**src/rtl/mem_port_arbiter_if.sv**
```systemverilog
// Signal bundle linking the IF/MEM pipeline ports, the memory arbiter and the unified memory.
// The arbiter takes the slave view; the pipeline/memory environment takes the master view.
interface mem_port_arbiter_if #(
   parameter int unsigned ADDR_W = 32,
   parameter int unsigned DATA_W = 32
);
   localparam int unsigned STRB_W = DATA_W / 8;

   // Instruction fetch port
   logic              if_req;
   logic [ADDR_W-1:0] if_addr;
   logic [DATA_W-1:0] if_rdata;
   logic              if_valid;

   // Load/store port
   logic              d_req;
   logic              d_we;
   logic [ADDR_W-1:0] d_addr;
   logic [DATA_W-1:0] d_wdata;
   logic [STRB_W-1:0] d_wstrb;
   logic [DATA_W-1:0] d_rdata;
   logic              d_valid;

   // Pipeline control
   logic              flush;
   logic              stall_if;
   logic              stall_mem;

   // Memory side
   logic              mem_req;
   logic              mem_we;
   logic [ADDR_W-1:0] mem_addr;
   logic [DATA_W-1:0] mem_wdata;
   logic [STRB_W-1:0] mem_wstrb;
   logic [DATA_W-1:0] mem_rdata;
   logic              mem_ack;

   modport slave (
      input  if_req, if_addr, d_req, d_we, d_addr, d_wdata, d_wstrb, flush, mem_rdata, mem_ack,
      output if_rdata, if_valid, d_rdata, d_valid, stall_if, stall_mem,
      output mem_req, mem_we, mem_addr, mem_wdata, mem_wstrb
   );

   modport master (
      output if_req, if_addr, d_req, d_we, d_addr, d_wdata, d_wstrb, flush, mem_rdata, mem_ack,
      input  if_rdata, if_valid, d_rdata, d_valid, stall_if, stall_mem,
      input  mem_req, mem_we, mem_addr, mem_wdata, mem_wstrb
   );
endinterface

```
**src/rtl/mem_port_arbiter.sv**
```systemverilog
// Arbitrates one single-ported unified memory between instruction fetch and load/store.
// Data wins by default; a starvation counter forces a fetch grant; flushed fetches are dropped.
module mem_port_arbiter #(
   parameter int unsigned ADDR_W       = 32,
   parameter int unsigned DATA_W       = 32,
   parameter int unsigned STARVE_LIMIT = 4
) (
   input logic               clk,
   input logic               rst,
   mem_port_arbiter_if.slave bus
);
   localparam int unsigned STRB_W = DATA_W / 8;
   localparam int unsigned CNT_W  = $clog2(STARVE_LIMIT + 1);
   localparam logic [CNT_W-1:0] LIMIT = CNT_W'(STARVE_LIMIT);

   typedef enum logic [1:0] {
      StIdle,
      StDWait,
      StIWait,
      StIDrop
   } state_e;

   state_e            r_state;
   logic [CNT_W-1:0]  r_starve_cnt;
   logic              r_if_valid;
   logic              r_d_valid;
   logic [DATA_W-1:0] r_if_rdata;
   logic [DATA_W-1:0] r_d_rdata;
   logic              r_mem_we;
   logic [ADDR_W-1:0] r_mem_addr;
   logic [DATA_W-1:0] r_mem_wdata;
   logic [STRB_W-1:0] r_mem_wstrb;

   state_e            w_state_next;
   logic [CNT_W-1:0]  w_starve_next;
   logic [CNT_W-1:0]  w_starve_inc;
   logic              w_if_valid_next;
   logic              w_d_valid_next;
   logic [DATA_W-1:0] w_if_rdata_next;
   logic [DATA_W-1:0] w_d_rdata_next;
   logic              w_mem_we_next;
   logic [ADDR_W-1:0] w_mem_addr_next;
   logic [DATA_W-1:0] w_mem_wdata_next;
   logic [STRB_W-1:0] w_mem_wstrb_next;
   logic              w_if_elig;
   logic              w_d_elig;
   logic              w_grant_if;
   logic              w_grant_d;

   // A request whose completion pulse is showing this cycle is the one just served.
   assign w_if_elig    = bus.if_req & ~r_if_valid;
   assign w_d_elig     = bus.d_req & ~r_d_valid;
   assign w_starve_inc = (r_starve_cnt == LIMIT) ? r_starve_cnt : r_starve_cnt + CNT_W'(1);

   always_comb begin
      w_state_next     = r_state;
      w_starve_next    = r_starve_cnt;
      w_if_valid_next  = 1'b0;
      w_d_valid_next   = 1'b0;
      w_if_rdata_next  = r_if_rdata;
      w_d_rdata_next   = r_d_rdata;
      w_mem_we_next    = r_mem_we;
      w_mem_addr_next  = r_mem_addr;
      w_mem_wdata_next = r_mem_wdata;
      w_mem_wstrb_next = r_mem_wstrb;
      w_grant_if       = 1'b0;
      w_grant_d        = 1'b0;

      unique case (r_state)
         StIdle: begin
            if (w_if_elig && (r_starve_cnt == LIMIT)) begin
               w_grant_if = 1'b1;
            end else if (w_d_elig) begin
               w_grant_d = 1'b1;
            end else if (w_if_elig) begin
               w_grant_if = 1'b1;
            end

            if (w_grant_if) begin
               w_state_next     = StIWait;
               w_starve_next    = '0;
               w_mem_we_next    = 1'b0;
               w_mem_addr_next  = bus.if_addr;
               w_mem_wdata_next = '0;
               w_mem_wstrb_next = '0;
            end else if (w_grant_d) begin
               w_state_next     = StDWait;
               w_starve_next    = w_if_elig ? w_starve_inc : '0;
               w_mem_we_next    = bus.d_we;
               w_mem_addr_next  = bus.d_addr;
               w_mem_wdata_next = bus.d_wdata;
               w_mem_wstrb_next = bus.d_we ? bus.d_wstrb : '0;
            end
         end

         StDWait: begin
            if (bus.mem_ack) begin
               w_state_next   = StIdle;
               w_d_valid_next = 1'b1;
               // Stores leave the last load result untouched.
               if (!r_mem_we) begin
                  w_d_rdata_next = bus.mem_rdata;
               end
            end
         end

         StIWait: begin
            if (bus.mem_ack) begin
               w_state_next = StIdle;
               if (!bus.flush) begin
                  w_if_valid_next = 1'b1;
                  w_if_rdata_next = bus.mem_rdata;
               end
            end else if (bus.flush) begin
               w_state_next = StIDrop;
            end
         end

         StIDrop: begin
            if (bus.mem_ack) begin
               w_state_next = StIdle;
            end
         end

         default: begin
            w_state_next = StIdle;
         end
      endcase
   end

   always_ff @(posedge clk) begin
      if (rst) begin
         r_state      <= StIdle;
         r_starve_cnt <= '0;
         r_if_valid   <= 1'b0;
         r_d_valid    <= 1'b0;
         r_if_rdata   <= '0;
         r_d_rdata    <= '0;
         r_mem_we     <= 1'b0;
         r_mem_addr   <= '0;
         r_mem_wdata  <= '0;
         r_mem_wstrb  <= '0;
      end else begin
         r_state      <= w_state_next;
         r_starve_cnt <= w_starve_next;
         r_if_valid   <= w_if_valid_next;
         r_d_valid    <= w_d_valid_next;
         r_if_rdata   <= w_if_rdata_next;
         r_d_rdata    <= w_d_rdata_next;
         r_mem_we     <= w_mem_we_next;
         r_mem_addr   <= w_mem_addr_next;
         r_mem_wdata  <= w_mem_wdata_next;
         r_mem_wstrb  <= w_mem_wstrb_next;
      end
   end

   assign bus.mem_req   = (r_state != StIdle);
   assign bus.mem_we    = r_mem_we;
   assign bus.mem_addr  = r_mem_addr;
   assign bus.mem_wdata = r_mem_wdata;
   assign bus.mem_wstrb = r_mem_wstrb;

   assign bus.if_valid  = r_if_valid;
   assign bus.if_rdata  = r_if_rdata;
   assign bus.d_valid   = r_d_valid;
   assign bus.d_rdata   = r_d_rdata;

   assign bus.stall_if  = bus.if_req & ~r_if_valid;
   assign bus.stall_mem = bus.d_req & ~r_d_valid;
endmodule
```
**src/flat_wrapper.sv**
```systemverilog
// flat-port wrapper written by rule: the top's interface ports become plain ports
module mem_port_arbiter_flat 
#(
   parameter int unsigned ADDR_W       = 32,
   parameter int unsigned DATA_W       = 32,
   parameter int unsigned STARVE_LIMIT = 4
)
  (clk, rst, bus_if_req, bus_if_addr, bus_d_req, bus_d_we, bus_d_addr, bus_d_wdata, bus_d_wstrb, bus_flush, bus_mem_rdata, bus_mem_ack, bus_if_rdata, bus_if_valid, bus_d_rdata, bus_d_valid, bus_stall_if, bus_stall_mem, bus_mem_req, bus_mem_we, bus_mem_addr, bus_mem_wdata, bus_mem_wstrb);
  mem_port_arbiter_if #(.ADDR_W(ADDR_W), .DATA_W(DATA_W)) bus_i ();
  input logic clk;
  input logic rst;
  input wire logic [$bits(bus_i.if_req)-1:0] bus_if_req;
  input wire logic [$bits(bus_i.if_addr)-1:0] bus_if_addr;
  input wire logic [$bits(bus_i.d_req)-1:0] bus_d_req;
  input wire logic [$bits(bus_i.d_we)-1:0] bus_d_we;
  input wire logic [$bits(bus_i.d_addr)-1:0] bus_d_addr;
  input wire logic [$bits(bus_i.d_wdata)-1:0] bus_d_wdata;
  input wire logic [$bits(bus_i.d_wstrb)-1:0] bus_d_wstrb;
  input wire logic [$bits(bus_i.flush)-1:0] bus_flush;
  input wire logic [$bits(bus_i.mem_rdata)-1:0] bus_mem_rdata;
  input wire logic [$bits(bus_i.mem_ack)-1:0] bus_mem_ack;
  output wire logic [$bits(bus_i.if_rdata)-1:0] bus_if_rdata;
  output wire logic [$bits(bus_i.if_valid)-1:0] bus_if_valid;
  output wire logic [$bits(bus_i.d_rdata)-1:0] bus_d_rdata;
  output wire logic [$bits(bus_i.d_valid)-1:0] bus_d_valid;
  output wire logic [$bits(bus_i.stall_if)-1:0] bus_stall_if;
  output wire logic [$bits(bus_i.stall_mem)-1:0] bus_stall_mem;
  output wire logic [$bits(bus_i.mem_req)-1:0] bus_mem_req;
  output wire logic [$bits(bus_i.mem_we)-1:0] bus_mem_we;
  output wire logic [$bits(bus_i.mem_addr)-1:0] bus_mem_addr;
  output wire logic [$bits(bus_i.mem_wdata)-1:0] bus_mem_wdata;
  output wire logic [$bits(bus_i.mem_wstrb)-1:0] bus_mem_wstrb;
  assign bus_i.if_req = bus_if_req;
  assign bus_i.if_addr = bus_if_addr;
  assign bus_i.d_req = bus_d_req;
  assign bus_i.d_we = bus_d_we;
  assign bus_i.d_addr = bus_d_addr;
  assign bus_i.d_wdata = bus_d_wdata;
  assign bus_i.d_wstrb = bus_d_wstrb;
  assign bus_i.flush = bus_flush;
  assign bus_i.mem_rdata = bus_mem_rdata;
  assign bus_i.mem_ack = bus_mem_ack;
  assign bus_if_rdata = bus_i.if_rdata;
  assign bus_if_valid = bus_i.if_valid;
  assign bus_d_rdata = bus_i.d_rdata;
  assign bus_d_valid = bus_i.d_valid;
  assign bus_stall_if = bus_i.stall_if;
  assign bus_stall_mem = bus_i.stall_mem;
  assign bus_mem_req = bus_i.mem_req;
  assign bus_mem_we = bus_i.mem_we;
  assign bus_mem_addr = bus_i.mem_addr;
  assign bus_mem_wdata = bus_i.mem_wdata;
  assign bus_mem_wstrb = bus_i.mem_wstrb;
  mem_port_arbiter #(.ADDR_W(ADDR_W), .DATA_W(DATA_W), .STARVE_LIMIT(STARVE_LIMIT)) u_core (.clk(clk), .rst(rst), .bus(bus_i));
endmodule
```
**config.mk**
```make
export PLATFORM = sky130hd
export DESIGN_NAME = mem_port_arbiter_flat
export DESIGN_NICKNAME = d
export VERILOG_FILES = /design/src/rtl/mem_port_arbiter_if.sv /design/src/rtl/mem_port_arbiter.sv /design/src/flat_wrapper.sv
export SDC_FILE = /design/constraint.sdc
export NUM_CORES = 1
export LEC_CHECK = 0
export CORE_MARGIN = 3
export CORE_UTILIZATION = 36
export DETAILED_ROUTE_END_ITERATION = 6
export PLACE_DENSITY = 0.81
export SLEW_MARGIN = 5
export SYNTH_ARGS = -nofsm -noshare
export SYNTH_HDL_FRONTEND = slang
export SYNTH_SLANG_ARGS = --single-unit
```
**constraint.sdc**
```tcl
create_clock -name clk -period 1.68 [get_ports clk]
set_clock_uncertainty 0.2 [all_clocks]
set_input_delay 0.336 -clock clk [delete_from_list [all_inputs] [get_ports clk]]
set_output_delay 0.336 -clock clk [all_outputs]
set_load 0.02 [all_outputs]
```
==> results by group <==
Run status
  • Outcome: finished, violations left
  • Failing checks: negative setup slack

Synthesis
  • Top post-synthesis cells by area: dfxtp_1 (53%), a21oi_1 (16%), nand2_1 (14%), nand3_1 (3.1%), buf_2 (2.5%)
  • Top-count cell post-synth: nand2_1
  • Ys flop type: dfxtp_1
  • Top cells by count, synth: nand2_1 (201), a21oi_1 (170), dfxtp_1 (140), nand3_1 (33)
  • EDFF count, synth: 0
  • Synth Area per Inst: 7.99 sq um
  • FF+latch count, synth: 140
  • Cells after Synth: 666
  • Syn Std Cell Area: 5320 sq um
  • Yosys cell types: 32
  • Synth area leader: dfxtp_1
  • FFs w/ async S/R, synth: 0%
  • Register area share after synthesis: 52.7%
  • Synth top area share: 52.7%
  • Syn Nets: 807
  • Yosys Warn Count: 0

Route
  • Wire length per cell: 18.0 um
  • Remaining DRCs: 0
  • Post-DR vias/cell: 5.17
  • Via count of the routed design: 5970
  • DR pass1 iterations: 4
  • Detailed-route wire length: 20.8 mm
  • Initial DRC count: 292
  • Antenna Violating Nets Remaining: 0

Clock tree
  • CTS root buf: clkbuf_16
  • CTS buffer count: 17
  • Clk_lat worst skew: 0.41 ns
  • Clk buf depth: 2
  • CTS clk-pin slew, worst paths: 0.06 ns
  • Clk sinks: 140
  • CTS H-tree lvls: 4
  • CTS tree: done

Finish
  • Final Util: 70.1%
  • Post-route design area: 9920 sq um
  • Antenna Cells: 0
  • Area Overhead vs Synth: 86.4%
  • Fin nets: 1104
  • Layout cell share with drive strength beyond 1: 24.3%

Worst setup path
  • Worst reg2reg path depth: 7
  • Worst-path cell chain: buf_6 -> nand3b_1 -> buf_4 -> nor2_4 -> clkbuf_16 -> nand2_4 -> a21oi_2
  • Worst-path fanout max: 8
  • Worst path max stage delay: 0.34 ns
  • Arrival @ worst endpoint: 1.92 ns
  • Worst setup EP type: register
  • Slowest CP cell: dfxtp_2
  • Req. time, crit path: 1.82 ns
  • Critical path type: register to register
  • Critical path launch point type: register

Timing
  • Final Max Tran Viols: 0
  • Worst Tran Pin Value: 0.452 ns
  • Fin crit period: 1.78 ns
  • Worst Hold Margin: 0.247 ns
  • Slew HR: 69.9%
  • RSZ-0062 raised after global routing: true
  • Setup ws final: -0.103 ns
  • Final period util: 106%
  • Peak Freq: 0.561 GHz
  • Hold violation count in the final report: 0
  • Setup-failing EPs final: 54

Global routing
  • Antenna violations before repair: 0
  • Largest net degree at the start of global routing: 48
  • Total GRT Usage: 23.6%
  • GRT Residual Overflow: 0
  • Vias in the first global route: 5811
  • First-pass GRT wire length: 30.4 mm

Worst hold path
  • Hold path depth: 2
  • HP Class: register to register

Floorplanning
  • DIE HEIGHT: 128 um
  • Die X: 128 um
  • Die ar.: 16300 sq um
  • Core area: 14100 sq um
  • Initial core utilization: 37.6%
  • IO Pins: 277
  • Num rows: 43

Power
  • Leak Pwr: 4.31 nW
  • Max rail drop VDD: 0.000687 V
  • P per Cell Area: 977 nW/um^2

Place
  • Placed Area: 8350 sq um
  • PortBufs: 276
  • GPL Wtd Cong: 0.778
  • Detail Placement HPWL: 12.2 mm

Run
  • Max Cap Viol: 0
## critical path: cells and delay by family, from the launching register on
| kind | cells | cell delay [ns] |
|---|---|---|
| compound gates | 1 | 0.14 |
| simple gates | 3 | 0.49 |
| buf+inv | 3 | 0.55 |
| flops | 1 | 0.34 |
## path summary, 6_finish.rpt
check / end / startpoint / slack, ns
worst max-delay path: u_core.bus.d_rdata[13] / u_core.r_state[1] / -0.10
worst min-delay path: u_core.bus.mem_wstrb[2] / u_core.bus.mem_wstrb[2] / 0.25
worst max register to register: u_core.bus.d_rdata[13] / u_core.r_state[1] / -0.10
worst min register to register: u_core.bus.mem_wstrb[2] / u_core.bus.mem_wstrb[2] / 0.25
## power breakdown
part | internal [W] | switching, W
registers | 0.00355 | 0.000119
logic | 0.00103 | 0.00121
clock network | 0.00234 | 0.00144
## registers in the layout (all words and copies together) (netlist names)
signal / cells
u_core.bus.d_rdata: 32
u_core.bus.d_valid: 1
u_core.bus.if_rdata: 32
u_core.bus.if_valid: 1
u_core.bus.mem_addr: 32
u_core.bus.mem_wdata: 32
u_core.bus.mem_we: 1
u_core.bus.mem_wstrb: 4
u_core.r_starve_cnt: 3
u_core.r_state: 2
## through the flow
| step | setup slack (ns) | TNS (ns) | power [W] | instances |
|---|---|---|---|---|
| 6_report | -0.103 | -2.59 | 0.00968 | 1155 |
| 3_5_place_dp | -0.467 | -49.51 | 0.00565 | 1096 |
| 4_1_cts | -0.168 | -6.56 | 0.00956 | 1155 |
| 2_1_floorplan | 0.00264 | 0 | 0.00464 | 666 |
| 3_3_place_gp | -0.433 | -45.56 | 0.00563 | 1096 |
| 5_1_grt | -0.176 | -8.57 | 0.0100 | 1155 |
## metal layers
metal,track usage (%),vias to the layer above,share of wire (%)
met5,0,-,0
met2,40.9,221,51
li1,-,2838,-
met3,6.35,60,6.3
met1,26.6,2851,38
met4,11.7,0,4.4
## layout make-up
| cell class | instances | area [sq um] |
|---|---|---|
| fillers | 1091 | 4230 |
| repair buffers | 334 | 3450 |
| multi-input cells | 465 | 2820 |
| flip-flops and latches | 140 | 2810 |
| clock buffers | 22 | 484 |
| well taps | 180 | 225 |
| clock inverters | 9 | 110 |
| inverters | 5 | 18.8 |
## logic make-up (layout without fill, tap and decap cells)
logic type	Yosys count	after routing	synth area share [%]
fa+ha+maj	2	2	0.470
compound gates	208	208	20.2
flops	140	140	52.7
buf+inv	61	370	6.49
simple gates	255	255	20.1
## cell usage in the layout (no fill, tap or decap), drive strengths merged, types with 2 or more instances in the layout
cell,netlist,routed
clkinv,0,2
ha,2,2
bufinv,0,2
clkdlybuf4s15,0,16
o21ai,34,34
o21a,2,2
nand3,33,33
or2,2,2
nor2,5,5
buf,40,59
dfxtp,140,140
nand2,201,201
dlygate4sd2,0,113
clkbuf,16,30
clkdlybuf4s50,0,137
clkinvlp,0,3
a21oi,170,170
nor2b,2,2
inv,5,7
nand4,6,6
## repair_timing
action	4_1_cts	5_1_grt
setup endpoints to repair	212	124
hold buffers	1	0
cloned	12	3
gates resized for setup	220	170
buffers inserted	15	4
pin swaps	56	78
endpoints found under the hold margin	3	0
Note: power is estimated with default switching activity, not from simulation.
